<file path="src/rtl/keypad_pkg.sv">
// Shared types and constants for the keypad scanner: scan FSM states,
// the 4x4 key-code lookup and the column-drive helper.
package keypad_pkg;

  typedef enum logic {
    SCAN,
    HOLD
  } scan_state_t;

  localparam logic [3:0] KEY_NONE = 4'h0;

  // Row-major key codes: index {row, col}; row3 is the * 0 # D row.
  localparam logic [0:15][3:0] KEY_LUT = 64'h123A_456B_789C_E0FD;

  function automatic logic [3:0] key_of(input logic [1:0] row, input logic [1:0] col);
    return KEY_LUT[{row, col}];
  endfunction

  function automatic logic [3:0] col_drive(input logic [1:0] col);
    return ~(4'b0001 << col);
  endfunction

endpackage

</file>
<file path="src/rtl/keypad_scanner_row_sync.sv">
// Two-flop synchronizer for the active-low row lines; resets to all-high
// so an idle keypad is seen while the chain refills.
module row_sync #(
  parameter int unsigned WIDTH = 4
) (
  input  logic             clk,
  input  logic             reset,
  input  logic [WIDTH-1:0] d,
  output logic [WIDTH-1:0] q
);

  logic [WIDTH-1:0] meta;

  always_ff @(posedge clk) begin
    if (reset) begin
      meta <= '1;
      q    <= '1;
    end else begin
      meta <= d;
      q    <= meta;
    end
  end

endmodule

</file>
<file path="src/rtl/keypad_scanner.sv">
// 4x4 keypad column scanner with single-key detection and hold tracking.
// Define KEYPAD_SCANNER_SYNC_EN to insert a two-flop row synchronizer.
module keypad_scanner
  import keypad_pkg::*;
#(
  parameter int unsigned SETTLE_CYCLES = 48000
) (
  input  logic       clk,
  input  logic       reset,
  input  logic [3:0] rows_n,
  output logic [3:0] cols_n,
  output logic [3:0] key_code,
  output logic       key_pressed
);

  localparam int unsigned CW = 20;

  logic [3:0]    rows_s;
  scan_state_t   state;
  logic [CW-1:0] cnt;
  logic [1:0]    col_idx;
  logic [1:0]    row_lat;
  logic          tc;
  logic [3:0]    low;
  logic          single;
  logic [1:0]    row_idx;

`ifdef KEYPAD_SCANNER_SYNC_EN
  row_sync #(.WIDTH(4)) u_row_sync (
    .clk   (clk),
    .reset (reset),
    .d     (rows_n),
    .q     (rows_s)
  );
`else
  assign rows_s = rows_n;
`endif

  always_comb begin
    tc      = (cnt == CW'(SETTLE_CYCLES - 1));
    low     = ~rows_s;
    single  = (low != 4'b0000) && ((low & (low - 4'd1)) == 4'b0000);
    row_idx = 2'd0;
    case (low)
      4'b0010: row_idx = 2'd1;
      4'b0100: row_idx = 2'd2;
      4'b1000: row_idx = 2'd3;
      default: row_idx = 2'd0;
    endcase
  end

  always_ff @(posedge clk) begin
    if (reset) begin
      state       <= SCAN;
      cnt         <= '0;
      col_idx     <= 2'd0;
      row_lat     <= 2'd0;
      cols_n      <= 4'b1110;
      key_code    <= KEY_NONE;
      key_pressed <= 1'b0;
    end else begin
      cnt <= tc ? '0 : cnt + CW'(1);
      if (tc) begin
        case (state)
          SCAN: begin
            if (single) begin
              state       <= HOLD;
              row_lat     <= row_idx;
              key_code    <= key_of(row_idx, col_idx);
              key_pressed <= 1'b1;
            end else begin
              col_idx <= col_idx + 2'd1;
              cols_n  <= col_drive(col_idx + 2'd1);
            end
          end
          HOLD: begin
            // Only the latched row decides release; other rows are don't-care.
            if (rows_s[row_lat]) begin
              state       <= SCAN;
              key_pressed <= 1'b0;
              col_idx     <= col_idx + 2'd1;
              cols_n      <= col_drive(col_idx + 2'd1);
            end
          end
          default: state <= SCAN;
        endcase
      end
    end
  end

endmodule

</file>
<file path="config.mk">
export PLATFORM = sky130hd
export DESIGN_NAME = keypad_scanner
export DESIGN_NICKNAME = d
export VERILOG_FILES = /design/src/rtl/keypad_pkg.sv /design/src/rtl/keypad_scanner_row_sync.sv /design/src/rtl/keypad_scanner.sv
export SDC_FILE = /design/constraint.sdc
export NUM_CORES = 1
export LEC_CHECK = 0
export BUFFER_PORTS_ARGS = -buffer_cell sky130_fd_sc_hd__buf_4
export CAP_MARGIN = 10
export CORE_MARGIN = 3
export CORE_UTILIZATION = 59
export CTS_CLUSTER_SIZE = 28
export DETAILED_ROUTE_END_ITERATION = 10
export PLACE_DENSITY = 0.79
export SETUP_SLACK_MARGIN = 0.5
export SYNTH_ARGS = -nofsm -noshare
export SYNTH_HDL_FRONTEND = slang
export SYNTH_SLANG_ARGS = --single-unit
</file>
<file path="constraint.sdc">
create_clock -name clk -period 2 [get_ports clk]
set_input_delay 0.1 -clock clk [delete_from_list [all_inputs] [get_ports clk]]
set_output_delay 0.1 -clock clk [all_outputs]
set_load 0.05 [all_outputs]
</file>
==> run summary, run 1 <==
Initial antenna violation count: 0
Max VDD drop: 0.4616 mV
Reg2reg path depth: 6
Core region area: 2853 um2
Synthesized flop and latch total: 34
Layout cells sized above 1: 27.48%
Finish-stage setup viols: 0
Number of core rows: 19
Nets: 234
Drt drc: 0
TritonRoute pass-1 iters: 4
Max-Cap Viols: 0
I/O Pins: 15
Crit-path cells: and4bb_2 -> nand4_4 -> nor4b_4 -> buf_6 -> mux2i_1 -> nor2_1
Final core utilization: 73.68%
Synth-to-Final Area Change: 14.99%
Crit Path Category: flip-flop to flip-flop
Async SR Flop Fraction: 0%
Slew HR: 79.61%
RSZ-0062 raised after global routing: yes
Post-DP HPWL: 2.395 mm
CTS Hold Bufs: 0
Global-route wire length before repair: 5.920 mm
Largest net degree at the start of global routing: 22
Combinational power share: 6.7%
Vias in the first global route: 1412
Avg Inst Size Synth: 9.005 um2
Max incr delay on CP: 0.35 ns
Routed WL per cell: 13.08 um
Synth area leaders: dfxtp_1 (37%), nor2_1 (8.4%), mux2i_1 (6.0%)
Overall Global Routing Usage: 20.83%
Leakage: 0.7963 nW
CP Capture Type: flip-flop
Initial Util: 64.08%
R2R Setup Slk: 0.36 ns
Setup crit end: row_lat[1]$_SDFFE_PP0P_
Die Span X: 61.66 um
Grt ovf: 0
Int Pwr: 0.9572 mW
Final hold vios: 0
IO Port Bufs: 14
Clock skew: 0.01111 ns
Clk slew on worst S/H paths: 0.10 ns
Vias per cell: 5.593
Setup TNS: 0 ns
Post-route ant nets: 0
Yosys top cell area share: 37.23%
Worst hold path class: input pin to flip-flop
Clock share of power: 37.5%
Main synth FF type: dfxtp_1
Slew Viols, Final: 0
Yosys warns: 0
Critical Path RT: 2.24 ns
Fin crit share: 82.09%
Status: complete, no violations
Inserted Clock Buffers: 5
Routability cong.: 0.8836
Critical path fanouts, max: 8
Switching part of the total: 22.50%
Reg2reg end: row_lat[1]$_SDFFE_PP0P_
Number of diodes: 0
DIE HEIGHT: 61.66 um
Syn nets: 216
Max frequency: 609.1 MHz
Worst Tran Pin Value: 0.3031 ns
Worst-Skew Late Latency: 0.34 ns
CTS H-Tree Depth: 2
CP Data Arrival Time: 1.88 ns
Final WL: 3.308 mm
Crit path launch type: flip-flop
CTS tree: done
Netlist cell types: 48
R2R Path Start: cnt[10]$_SDFF_PP0_
Root Buffer: clkbuf_4
Mapped Cells: 203
Fillers: 231
CP Launch Point: cnt[10]$_SDFF_PP0_
Sequential power share: 55.8%
Switching power: 0.2779 mW
Post-layout minimum cycle time: 1.642 ns
P per Cell Area: 587.6 nW/um2
Cell taking the most area after synthesis: dfxtp_1
Clock Sinks: 34
Critical-path top delay cell: dfxtp_1
First DRT Iteration DRCs: 48
Synthesized area: 1828 um2
CTS max path bufs: 2
Die area: 3802 um2
Seq/Total Area, Yosys: 37.23%
Vias: 1415
Post-synth EDFFs: 0
## cells in the mapped netlist, types with 2 or more instances
| master | number |
|---|---|
| a211oi_1 | 2 |
| a21oi_1 | 3 |
| and3_1 | 2 |
| buf_4 | 2 |
| buf_6 | 2 |
| clkbuf_1 | 2 |
| dfxtp_1 | 34 |
| dlygate4sd1_1 | 2 |
| ha_1 | 7 |
| inv_1 | 6 |
| mux2_2 | 2 |
| mux2i_1 | 11 |
| nand2_1 | 15 |
| nand2b_1 | 2 |
| nand3_1 | 5 |
| nand4_1 | 5 |
| nor2_1 | 41 |
| nor2b_1 | 5 |
| nor3_1 | 3 |
| nor3b_1 | 2 |
| o21ai_0 | 4 |
| o22ai_1 | 2 |
| xnor2_1 | 11 |
| xor2_1 | 9 |
## worst min-delay path by stage
stage                     start                  endpoint  slack (ns)  cells past startpoint
final                     reset   row_lat[0]$_SDFFE_PP0P_        0.06                      2
after global routing      reset   row_lat[1]$_SDFFE_PP0P_        0.06                      2
after CTS                 reset        state$_SDFFE_PP0P_        0.05                      2
after detailed placement  reset  key_code[2]$_SDFFE_PP0P_        0.43                      2
after global placement    reset   row_lat[0]$_SDFFE_PP0P_        0.42                      2
after floorplan           reset    cols_n[0]$_SDFFE_PP0P_        0.35                      2
## cell type report
cell class	count	area (um2)	share of cell area, %
Sequential cell	34	696.9	33.15
Multi-Input combinational cell	153	1104	52.50
Tap cell	31	38.79	1.845
Timing Repair Buffer	21	161.4	7.679
Clock buffer	8	78.83	3.750
Inverter	6	22.52	1.071
## power groups by stage
stage	Sequential [mW]	Combinational [mW]	Clock (mW)
5_1_grt	0.691	0.0921	0.505
4_1_cts	0.689	0.0817	0.475
2_1_floorplan	0.702	0.0681	0
3_5_place_dp	0.704	0.0795	0
3_3_place_gp	0.704	0.0771	0
6_report	0.689	0.0825	0.463
## cell usage in the layout (no fill, tap or decap), types with 2 or more instances in the layout
cell type and instances:
buf_4 20, xnor2_1 11, clkbuf_4 5, xor2_1 9, dfxtp_2 10, nand2b_1 2
o21ai_0 3, nor2b_1 5, clkbuf_8 3, nor2_1 40, dfxtp_1 23, ha_1 6
nand4_1 5, a211oi_1 2, inv_1 6, nor3_1 3, mux2i_1 11, o22ai_1 2
nor3b_1 2, and3_1 2, a21oi_1 3, nand3_1 5, nand2_1 13
## routing by layer
metal	vias to the layer above	track usage, %	wire length (um)
met4	0	9.697	63
met2	14	37.67	1766
met3	7	5.241	91
li1	727	-	-
met5	-	0	0
met1	667	22.49	1386
## through the flow
| stage | cell area (um2) | hold WS [ns] | cells | setup slack [ns] | total power [mW] |
|---|---|---|---|---|---|
| after floorplan | 1862 | 0.3496 | 203 | 0.3439 | 0.7706 |
| after global placement | 1946 | 0.4244 | 240 | 0.3328 | 0.7808 |
| after detailed placement | 1946 | 0.4274 | 240 | 0.2602 | 0.7839 |
| after CTS | 2071 | 0.05496 | 251 | 0.3383 | 1.245 |
| after global routing | 2102 | 0.06314 | 253 | 0.2514 | 1.288 |
| final | 2102 | 0.06470 | 253 | 0.3582 | 1.235 |
## logic make-up after synthesis
family          synth area share, %
compound gates                6.229
fa+ha+maj                     4.791
buf+inv                       5.201
mux                           8.487
flops                         37.23
xor+xnor                      10.47
simple gates                  27.58
## state kept, by name, indices dropped and copies added, names as in the netlist
name and flops:
cols_n 4, col_idx 2, key_code 4, state 1, key_pressed 1, cnt 20
row_lat 2
## worst max-delay path, delay by kind of cell, from the launching register on
kind                   cells  cell delay (ns)
and+or+nand+nor            4             0.82
buffers and inverters      1             0.18
muxes                      1             0.19
DFF                        1             0.35
## timing repair
action | CTS | global route
setup endpoints to repair | 33 | 33
pin swaps | 4 | 7
resized for setup | 12 | 8
setup buffers | 3 | 2
No activity file was read; power rests on OpenSTA's default activity.
==> run 2: changes to the inputs <==
- clock period: 2 -> 1.6 ns (I/O delays scaled with it)
==> run summary, run 2 (synthesis gave the netlist of run 1 again) <==
Number of core rows: 19 (unchanged)
IO Port Bufs: 14 (unchanged)
Initial antenna violation count: 0 (unchanged)
Inserted Clock Buffers: 5 (unchanged)
Final WL: 3.842 mm (+16%)
CP Data Arrival Time: 1.85 ns (-0.03 ns)
Nets: 256 (+9.4%)
Vias per cell: 5.545 (-0.85%)
CP Capture Type: flip-flop
Vias: 1525 (+7.8%)
Clock Sinks: 34 (unchanged)
Hold Path Cell Cnt: 2 (unchanged)
Finish-stage setup viols: 4 (+4)
Initial Util: 64.08% (unchanged)
Final hold vios: 0 (unchanged)
Footprint of the multi-input gates: 1101 um2 (-0.23%)
P per Cell Area: 691.8 nW/um2 (+18%)
Max frequency: 618.4 MHz (+1.5%)
Root Buffer: clkbuf_4
DIE HEIGHT: 61.66 um (unchanged)
Clock share of power: 37.3% (-0.2 points)
Switching power: 0.3565 mW (+28%)
Largest register FFs: 20 (unchanged)
Leakage: 0.9339 nW (+17%)
Most frequent cells in the layout: nor2_1 (41), buf_4 (41), dfxtp_1 (31)
Reg2reg path depth: 3 (-3)
TritonRoute pass-1 iters: 4 (unchanged)
Synth-to-Final Area Change: 23.89%
CTS tree: done
Number of diodes: 0 (unchanged)
Pre-CTS setup slack: -0.08544 ns (-0.3456 ns)
Int Pwr: 1.210 mW (+26%)
Final core utilization: 79.39% (+5.7 points)
Worst hold path class: input pin to flip-flop
Sequential power share: 54.6% (-1.2 points)
Overall Global Routing Usage: 22.85% (+2.0 points)
Post-route ant nets: 0 (unchanged)
Clk slew on worst S/H paths: 0.10 ns (about the same)
Max-Cap Viols: 0 (unchanged)
Grt met3 use: 6.918% (+1.7 points)
Worst Tran Pin Value: 0.3137 ns (+0.01055 ns)
R2R Setup Slk: -0.02 ns (-0.38 ns)
Met2 global-route usage: 40.36% (+2.7 points)
Min-delay src: reset
Layout cells sized above 1: 30.74% (+3.3 points)
Global-route wire length before repair: 6.272 mm (+5.9%)
Critical path fanouts, max: 5 (-3)
Die Span X: 61.66 um (unchanged)
Slew HR: 79.04% (-0.57 points)
R2R Path Start: col_idx[0]$_SDFFE_PP0P_
Max VDD drop: 0.5151 mV (+12%)
Endpoint, Worst Hold: row_lat[0]$_SDFFE_PP0P_
Vias in the first global route: 1467 (+3.9%)
CTS Hold Bufs: 0 (unchanged)
Post-DP HPWL: 2.820 mm (+18%)
Failing checks: negative setup slack
Crit Path Category: flip-flop to flip-flop
Slew Viols, Final: 0 (unchanged)
Post-layout minimum cycle time: 1.617 ns (-0.02462 ns)
Clock skew: 0.01019 ns (-0.0009212 ns)
Fillers: 179 (-23%)
Worst-Skew Late Latency: 0.33 ns (about the same)
CTS max path bufs: 2 (unchanged)
Combinational power share: 8.1% (+1.4 points)
Most flops, register: cnt
Die area: 3802 um2 (unchanged)
I/O Pins: 15 (unchanged)
CTS H-Tree Depth: 2 (unchanged)
Storage cell area: 684.4 um2 (-1.8%)
Routability cong.: 0.8586 (-2.8%)
Reg2reg end: key_code[2]$_SDFFE_PP0P_
Biggest regs: cnt: 20 flops, cols_n: 4 flops, key_code: 4 flops
Total Power: 1.567 mW (+27%)
Drt drc: 0 (unchanged)
GR peak layer: met2
Routed WL per cell: 13.97 um (+6.9%)
Fin crit share: 101.1% (+19 points)
Crit path launch type: flip-flop
Largest net degree at the start of global routing: 22 (unchanged)
Status: finished, violations left
First DRT Iteration DRCs: 68 (+42%)
Core region area: 2853 um2 (unchanged)
Grt ovf: 0 (unchanged)
Switching part of the total: 22.76% (+0.26 points)
Met1 usage: 24.14% (+1.7 points)
RSZ-0062 raised after global routing: yes
Critical Path RT: 1.83 ns (-0.41 ns)
Post-route setup slack: -0.01720 ns (-0.3754 ns)
run 2: through the flow:
step	setup TNS [ns]	hold WS [ns]	instance area [um2]	instances
4_1_cts	-0.1034	0.06404	2258	275
2_1_floorplan	-0.2637	0.3296	1862	203
3_5_place_dp	-0.2365	0.4101	2153	266
5_1_grt	-0.9959	0.04695	2265	275
3_3_place_gp	0	0.3970	2153	266
6_report	-0.03701	0.06763	2265	275
run 2: what timing repair did:
| action | in CTS | in global routing |
|---|---|---|
| buffers inserted | 1 | 0 |
| resized for setup | 7 | 3 |
| pin swaps | 5 | 3 |
| endpoints found under the setup margin | 34 | 34 |
run 2: worst max-delay path by stage:
stage	from	to	slack, ns
detailed placement	cnt[19]$_SDFF_PP0_	key_code[2]$_SDFFE_PP0P_	-0.09
CTS	cnt[16]$_SDFF_PP0_	key_code[2]$_SDFFE_PP0P_	-0.03
global placement	cnt[19]$_SDFF_PP0_	key_code[0]$_SDFFE_PP0P_	0.006
global route	cnt[16]$_SDFF_PP0_	key_code[1]$_SDFFE_PP0P_	-0.13
floorplan	cnt[19]$_SDFF_PP0_	key_code[0]$_SDFFE_PP0P_	-0.06
finish	col_idx[0]$_SDFFE_PP0P_	key_code[2]$_SDFFE_PP0P_	-0.02
run 2: final cells by class:
type,instances,area share (%)
Tap cell,31,1.713
Timing Repair Buffer,43,14.97
Clock buffer,8,3.481
Multi-Input combinational cell,153,48.62
Inverter,6,0.9945
Sequential cell,34,30.22
run 2: power by group through the flow:
| stage | sequential [mW] | clock (mW) | combinational (mW) |
|---|---|---|---|
| floorplan | 0.878 | 0 | 0.0851 |
| global placement | 0.875 | 0 | 0.118 |
| detailed placement | 0.875 | 0 | 0.123 |
| CTS | 0.855 | 0.592 | 0.125 |
| global route | 0.856 | 0.649 | 0.137 |
| finish | 0.855 | 0.585 | 0.127 |
run 2: worst max-delay path, cell delays in order (launching register included):
cell	delay [ns]
dfxtp_1	0.37
ha_1	0.24
or4_2	0.68
a311oi_1	0.25
run 2: metal layers:
layer | wire (um) | vias to the layer above
met5 | 0 | -
met4 | 106 | 0
met3 | 96 | 10
met2 | 2059 | 24
met1 | 1580 | 719
li1 | - | 772
